<file path="config.mk">
export PLATFORM = sky130hd
export DESIGN_NAME = temp_avg_filter
export DESIGN_NICKNAME = d
export VERILOG_FILES = /design/src/rtl/temp_filt_pkg.sv /design/src/rtl/temp_filt_ring.sv /design/src/rtl/temp_avg_filter.sv
export SDC_FILE = /design/constraint.sdc
export NUM_CORES = 1
export LEC_CHECK = 0
export ABC_AREA = 0
export CAP_MARGIN = 20
export CELL_PAD_IN_SITES_DETAIL_PLACEMENT = 0
export CELL_PAD_IN_SITES_GLOBAL_PLACEMENT = 1
export CORE_MARGIN = 2
export CORE_UTILIZATION = 47
export DETAILED_ROUTE_END_ITERATION = 16
export GPL_TIMING_DRIVEN = 0
export HOLD_SLACK_MARGIN = 0.05
export PLACE_DENSITY = 0.78
export SETUP_SLACK_MARGIN = 0.4
export SLEW_MARGIN = 20
export SYNTH_ARGS = -nofsm -noshare
export SYNTH_HDL_FRONTEND = slang
export SYNTH_SLANG_ARGS = --single-unit
</file>
<file path="constraint.sdc">
create_clock -name clk -period 6.5 [get_ports clk]
set_input_delay 1.3 -clock clk [delete_from_list [all_inputs] [get_ports clk]]
set_output_delay 1.3 -clock clk [all_outputs]
set_load 0.01 [all_outputs]
</file>
<file path="src/rtl/temp_filt_pkg.sv">
// Shared state encoding and sizing helpers for the temperature moving-average filter.
// Used by temp_avg_filter and temp_filt_ring.
package temp_filt_pkg;

  localparam int STATE_W = 2;

  localparam logic [STATE_W-1:0] ST_EMPTY   = 2'd0;
  localparam logic [STATE_W-1:0] ST_PRELOAD = 2'd1;
  localparam logic [STATE_W-1:0] ST_RUN     = 2'd2;

  // Running sum holds DEPTH full-scale samples without overflow.
  function automatic int sum_width(input int data_w, input int log2_depth);
    return data_w + log2_depth;
  endfunction

  // Half an LSB of the averaged result, giving round-half-up on the shift.
  function automatic int round_offset(input int log2_depth);
    return 1 << (log2_depth - 1);
  endfunction

endpackage

</file>
<file path="src/rtl/temp_filt_ring.sv">
// Circular sample buffer for the moving-average window: DEPTH x DATA_W registers,
// wrapping write pointer, and the oldest entry (the one about to be overwritten) on a read port.
module temp_filt_ring
  import temp_filt_pkg::*;
#(
  parameter int DATA_W     = 12,
  parameter int LOG2_DEPTH = 3
) (
  input  logic                  clk,
  input  logic                  rst,
  input  logic                  ptr_clr_i,
  input  logic                  wr_en_i,
  input  logic [DATA_W-1:0]     wr_data_i,
  output logic [LOG2_DEPTH-1:0] wptr_o,
  output logic [DATA_W-1:0]     oldest_o
);

  localparam int DEPTH = 1 << LOG2_DEPTH;

  logic [DATA_W-1:0]     mem_q [DEPTH];
  logic [LOG2_DEPTH-1:0] wptr_q;
  logic [LOG2_DEPTH-1:0] wptr_d;

  // Power-of-two depth, so the natural pointer rollover is the modulo wrap.
  always_comb begin
    wptr_d = wptr_q;
    if (ptr_clr_i) begin
      wptr_d = '0;
    end else if (wr_en_i) begin
      wptr_d = wptr_q + LOG2_DEPTH'(1);
    end
  end

  always_ff @(posedge clk) begin
    if (rst) begin
      wptr_q <= '0;
    end else begin
      wptr_q <= wptr_d;
    end
  end

  always_ff @(posedge clk) begin
    if (wr_en_i && !ptr_clr_i) begin
      mem_q[wptr_q] <= wr_data_i;
    end
  end

  assign wptr_o   = wptr_q;
  assign oldest_o = mem_q[wptr_q];

endmodule

</file>
<file path="src/rtl/temp_avg_filter.sv">
// Moving-average filter on raw XADC temperature codes; one rounded average per accepted sample.
// Optional input spike clamping is enabled by defining TEMP_FILT_SPIKE_REJECT_EN.
//
// state   | meaning
// EMPTY   | no history; next accepted sample seeds the window
// PRELOAD | copying the seed sample into the remaining entries, input stalled
// RUN     | window full; each accepted sample updates the average
module temp_avg_filter
  import temp_filt_pkg::*;
#(
  parameter int DATA_W     = 12,
  parameter int LOG2_DEPTH = 3,
  parameter int SPIKE_THR  = 64
) (
  input  logic              clk,
  input  logic              rst,
  input  logic [DATA_W-1:0] sample_i,
  input  logic              sample_valid_i,
  output logic              sample_ready_o,
  input  logic              flush_i,
  output logic [DATA_W-1:0] avg_o,
  output logic              avg_valid_o,
  output logic              primed_o,
  output logic              spike_o
);

  localparam int SUM_W = sum_width(DATA_W, LOG2_DEPTH);
  localparam logic [SUM_W:0] RND_OFS = (SUM_W+1)'(round_offset(LOG2_DEPTH));

  logic [STATE_W-1:0]    state_q, state_d;
  logic [SUM_W-1:0]      sum_q, sum_d;
  logic [DATA_W-1:0]     avg_q, avg_d;
  logic                  avg_vld_q, avg_vld_d;
  logic [DATA_W-1:0]     hold_q, hold_d;
  logic                  spike_d;

  logic                  accept;
  logic                  wr_en;
  logic [DATA_W-1:0]     wr_data;
  logic [LOG2_DEPTH-1:0] wptr;
  logic [DATA_W-1:0]     oldest;

  logic [DATA_W-1:0]     x_eff;
  logic                  spike_hit;
  logic [SUM_W:0]        sum_calc;
  logic [SUM_W-1:0]      sum_nxt;
  logic [SUM_W:0]        rnd_calc;
  logic [DATA_W-1:0]     avg_rnd;

  temp_filt_ring #(
    .DATA_W     (DATA_W),
    .LOG2_DEPTH (LOG2_DEPTH)
  ) u_ring (
    .clk       (clk),
    .rst       (rst),
    .ptr_clr_i (flush_i),
    .wr_en_i   (wr_en),
    .wr_data_i (wr_data),
    .wptr_o    (wptr),
    .oldest_o  (oldest)
  );

  assign sample_ready_o = (state_q != ST_PRELOAD);
  assign primed_o       = (state_q == ST_RUN);
  assign accept         = sample_valid_i && sample_ready_o;

`ifdef TEMP_FILT_SPIKE_REJECT_EN
  localparam logic [DATA_W+1:0] THR_X = (DATA_W+2)'(SPIKE_THR);
  localparam logic [DATA_W+1:0] MAX_X = (DATA_W+2)'((1 << DATA_W) - 1);

  logic [DATA_W+1:0] avg_x, smp_x, hi_lim, lo_lim;
  logic              spike_q;
  logic              unused_clamp;

  // Limits are computed two bits wider so avg_o +/- SPIKE_THR cannot wrap before saturation.
  always_comb begin
    avg_x     = {2'b00, avg_q};
    smp_x     = {2'b00, sample_i};
    hi_lim    = avg_x + THR_X;
    lo_lim    = avg_x - THR_X;
    x_eff     = sample_i;
    spike_hit = 1'b0;
    if (smp_x > hi_lim) begin
      spike_hit = 1'b1;
      x_eff     = (hi_lim > MAX_X) ? '1 : hi_lim[DATA_W-1:0];
    end else if ((smp_x + THR_X) < avg_x) begin
      spike_hit = 1'b1;
      x_eff     = (avg_x > THR_X) ? lo_lim[DATA_W-1:0] : '0;
    end
  end

  always_ff @(posedge clk) begin
    if (rst) begin
      spike_q <= 1'b0;
    end else begin
      spike_q <= spike_d;
    end
  end

  assign spike_o      = spike_q;
  assign unused_clamp = ^{hi_lim[DATA_W+1:DATA_W], lo_lim[DATA_W+1:DATA_W]};
`else
  logic unused_spike;

  assign x_eff        = sample_i;
  assign spike_hit    = 1'b0;
  assign spike_o      = 1'b0;
  assign unused_spike = ^{spike_d, SPIKE_THR};
`endif

  // Oldest entry never exceeds the sum, so the subtraction cannot go negative.
  assign sum_calc = {1'b0, sum_q} + (SUM_W+1)'(x_eff) - (SUM_W+1)'(oldest);
  assign sum_nxt  = sum_calc[SUM_W-1:0];
  assign rnd_calc = {1'b0, sum_nxt} + RND_OFS;
  assign avg_rnd  = rnd_calc[SUM_W-1:LOG2_DEPTH];

  logic unused_arith;
  assign unused_arith = ^{sum_calc[SUM_W], rnd_calc[SUM_W], rnd_calc[LOG2_DEPTH-1:0]};

  always_comb begin
    state_d   = state_q;
    sum_d     = sum_q;
    avg_d     = avg_q;
    avg_vld_d = 1'b0;
    hold_d    = hold_q;
    spike_d   = 1'b0;
    wr_en     = 1'b0;
    wr_data   = hold_q;

    if (flush_i) begin
      state_d = ST_EMPTY;
      sum_d   = '0;
    end else begin
      case (state_q)
        ST_EMPTY: begin
          if (accept) begin
            wr_en   = 1'b1;
            wr_data = sample_i;
            sum_d   = {sample_i, {LOG2_DEPTH{1'b0}}};
            hold_d  = sample_i;
            state_d = ST_PRELOAD;
          end
        end
        ST_PRELOAD: begin
          // Write pointer doubles as the preload counter; it wraps to 0 on the last entry.
          wr_en = 1'b1;
          if (&wptr) begin
            avg_d     = hold_q;
            avg_vld_d = 1'b1;
            state_d   = ST_RUN;
          end
        end
        ST_RUN: begin
          if (accept) begin
            wr_en     = 1'b1;
            wr_data   = x_eff;
            sum_d     = sum_nxt;
            avg_d     = avg_rnd;
            avg_vld_d = 1'b1;
            spike_d   = spike_hit;
          end
        end
        default: begin
          state_d = ST_EMPTY;
          sum_d   = '0;
        end
      endcase
    end
  end

  always_ff @(posedge clk) begin
    if (rst) begin
      state_q   <= ST_EMPTY;
      sum_q     <= '0;
      avg_q     <= '0;
      avg_vld_q <= 1'b0;
      hold_q    <= '0;
    end else begin
      state_q   <= state_d;
      sum_q     <= sum_d;
      avg_q     <= avg_d;
      avg_vld_q <= avg_vld_d;
      hold_q    <= hold_d;
    end
  end

  assign avg_o       = avg_q;
  assign avg_valid_o = avg_vld_q;

endmodule

</file>
==> results of run 1 <==
-- worst paths after layout --
kind,cells after the start,end
max,15,avg_o[11]
min,2,sum_q[11]
max reg2reg,15,avg_o[11]
min reg2reg,2,sum_q[11]
-- placed cells by master (no fill, tap or decap), drive strengths merged, types with 3 or more instances in the layout --
cell | netlist | layout
a221oi | 8 | 8
ha | 21 | 21
mux2 | 24 | 24
bufinv | 0 | 4
dfxtp | 48 | 48
nor3 | 10 | 10
o211ai | 3 | 3
nand2b | 6 | 6
nand2 | 55 | 55
a211o | 3 | 3
a21oi | 44 | 44
clkdlybuf4s50 | 0 | 30
nand4 | 4 | 4
mux2i | 7 | 7
or3 | 3 | 3
inv | 56 | 63
nand3 | 5 | 5
and2 | 5 | 5
edfxtp | 96 | 96
buf | 6 | 8
fa | 12 | 12
o21ai | 21 | 21
and3 | 6 | 6
clkbuf | 21 | 39
mux4 | 24 | 24
nor2 | 26 | 26
xnor2 | 12 | 12
a211oi | 16 | 16
xor2 | 4 | 4
a31oi | 6 | 6
-- metrics by stage --
| step | instance area, µm² | utilization (%) |
|---|---|---|
| 3_5_place_dp | 7700 | 52.6 |
| 3_3_place_gp | 7650 | 52.3 |
| 2_1_floorplan | 7120 | - |
| 6_report | 8330 | 56.9 |
| 4_1_cts | 8330 | 56.9 |
| 5_1_grt | 8330 | 56.9 |
-- state kept, by name (all words and copies together), names as in the netlist, named ones only --
signal         count
avg_valid_o        1
state_q            2
avg_o             12
u_ring.wptr_o      3
u_ring.mem_q      96
sum_q             15
hold_q            12
-- power by group --
group	leakage [µW]	switching [µW]	total [µW]	internal [µW]
Combinational	0.00142	256	422	166
Sequential	0.00126	7.25	1000	997
Clock	0.000305	390	1040	649
-- cell type report --
type	count	area share (%)
clock inverters	14	2.37
plain buffers	27	1.28
well taps	184	2.76
clock buffers	18	5.15
multi-input cells	355	35.9
flip-flops and latches	144	46.2
inverters	56	2.52
repair buffers	32	3.88
-- logic make-up (layout without fill, tap and decap cells) --
kind of cell,after synthesis,after routing,synth area share [%]
xor+xnor,16,16,2.28
compound gates,118,118,10.9
flops,144,144,54.0
mux,55,55,12.4
simple gates,132,132,8.96
fa+ha+maj,33,33,7.06
buf+inv,83,147,4.44
other cells,1,1,0.0527
-- metal layers --
layer | vias up | routed length [µm] | part of all wire, %
met5 | - | 0 | 0
met4 | 0 | 333 | 2.0
met3 | 23 | 639 | 3.9
met2 | 113 | 8130 | 50
met1 | 2340 | 7320 | 45
li1 | 2246 | - | -
-- critical path, stage by stage (launching register included) --
cell and delay, ns:
dfxtp_1 0.31, clkbuf_1 0.33, buf_1 0.78, mux4_2 0.61, mux2_2 0.31, fa_1 0.48, inv_1 0.06, fa_1 0.48
a211oi_2 0.31, o21bai_2 0.17, o21ai_0 0.24, xnor2_1 0.29, nand3_1 0.30, or4_1 0.47, o21ba_1 0.18, o31a_1 0.24
==> results by group, run 1 <==
Clock network
  – CTS tree: yes
  – CTS clk-pin slew, worst paths: around 0.06 ns
  – Resized cells post-CTS: 0
  – H-tree depth: 4
  – CTS Root Buffer Type: clkbuf_16
  – Hold Buf Count CTS: 0
  – Num CTS Buffers: 17
  – Post-CTS Setup Bufs: 0
  – Worst-Skew Late Latency: between 0.4 and 0.5 ns
  – CTS sink count: 144
  – Longest Clk Path Bufs: 2

Setup path
  – Worst EP arrival: 5.99 ns
  – Worst Setup Path Type: flop to flop
  – R2R Setup Slk: 0.81 ns
  – Required time of the critical path: between 6 and 7 ns
  – Startpoint Class: flop
  – Worst-path maximum fanout: 10
  – Crit. End Element: flop

Global routing
  – Number of global-route vias before repair: between 4000 and 5000
  – Most Crowded Layer GR: met2
  – M2 GR Usage: about 36%
  – Antenna violations before repair: 0
  – First-pass GRT wire length: between 20000 and 30000 µm
  – GRT Util Overall: 21.5%
  – Met1 GRT Util: 28.5%
  – Gr ovfl total: 0
  – GR met3 Demand/Resource: 3.60%
  – Largest net degree at the start of global routing: 17

Status
  – Status: finished clean

Final layout
  – Area growth, synth to finish: 16.9%
  – Share of cells above drive strength 1: ~17%
  – # diodes: 0
  – Filler cell count: 1235
  – Reg area: ~3800 µm²
  – Non-Filler Instances: 830
  – Final Net Count: 682
  – Multi-input logic area: between 2000 and 3000 µm²

STA
  – WHS: approximately 0.45 ns
  – Clock skew: ~0.015 ns
  – Tightest Pin Transition: around 0.97 ns
  – Final setup viols: 0
  – Setup TNS Final: 0 ns
  – Slew headroom: a little over a third
  – Slew Limit Fails: 0
  – Final min period: 5.69 ns
  – Crit share post-route: 87.5%
  – Max Clk Rate: 176 MHz
  – RSZ-0062 raised after global routing: no
  – Setup ws final: 0.810 ns
  – Final Hold Fails: 0

Place
  – Port bufs: 30
  – Number of cells after detailed placement: 798
  – HPWL Detailed: 11900 µm
  – Dpl ws: approximately 0.74 ns
  – Gp weighted congestion: between 0.8 and 0.9

Hold path
  – Hold path start: sum_q[11]
  – Worst Hold Class: flop to flop

Run
  – Max cap viols: 0

Logic synthesis
  – Synth async-reset ratio: 0%
  – Area leader, netlist: edfxtp_1
  – Most frequent cell after synthesis: edfxtp_1
  – Yosys top cell area share: roughly two fifths
  – EDFF count, synth: between 90 and 100
  – Ys flop type: edfxtp_1
  – Post-synth top cells: edfxtp_1 (96), inv_1 (56), nand2_1 (55)
  – Synth Cell Area: a little over 7000 µm²
  – Seq/Total Area, Yosys: a little over half
  – Area contributors post-synth: edfxtp_1 (40%), dfxtp_1 (13%), mux4_2 (7.6%), mux2_2 (3.8%), ha_1 (3.7%)
  – Synth cell types: 62
  – Syn Area/Cell: ~12 µm²
  – Synth Instances: just under 600
  – Syn_nets: approximately 630
  – Yosys reg bits: between 100 and 150
  – Syn. warnings: 0

Floorplanning
  – Die X: ~130 µm
  – I/O pin cnt: 32
  – Chip height: 127 µm
  – Initial Utilization: 48.6%
  – Rows: between 40 and 50
  – Die area: between 15000 and 20000 µm²
  – Placeable Area: roughly 15000 µm²

Route
  – DRT iter0 DRCs: about 370
  – Vias after detailed routing: roughly 4700
  – WL final: 16400 µm
  – Routed vias/inst: around 5.7
  – First-pass DRT Iterations: 5
  – Final routed DRC violation total: 0
  – Remaining antenna violation count: 0
  – Wire per inst: a little under 20 µm

Power and ir drop
  – Power Dens Cells: slightly below 300 nW/µm²
  – Leak: approximately 0.0030 µW
  – Maximum vdd drop: 0.000214 V
  – Overall Power: between 2000 and 2500 µW
Power figures use the tool's default switching activity.
==> inputs of run 2 (changes only) <==
--- a/config.mk
+++ b/config.mk
@@ -11,6 +11,7 @@
 export CELL_PAD_IN_SITES_GLOBAL_PLACEMENT = 1
 export CORE_MARGIN = 2
 export CORE_UTILIZATION = 47
+export CTS_CLUSTER_SIZE = 14
 export DETAILED_ROUTE_END_ITERATION = 16
 export GPL_TIMING_DRIVEN = 0
 export HOLD_SLACK_MARGIN = 0.05
@@ -20,3 +21,4 @@
 export SYNTH_ARGS = -nofsm -noshare
 export SYNTH_HDL_FRONTEND = slang
 export SYNTH_SLANG_ARGS = --single-unit
+export TNS_END_PERCENT = 30
==> results of run 2 <==
No change in the layout: final DEF, timing and power equal those of run 1.
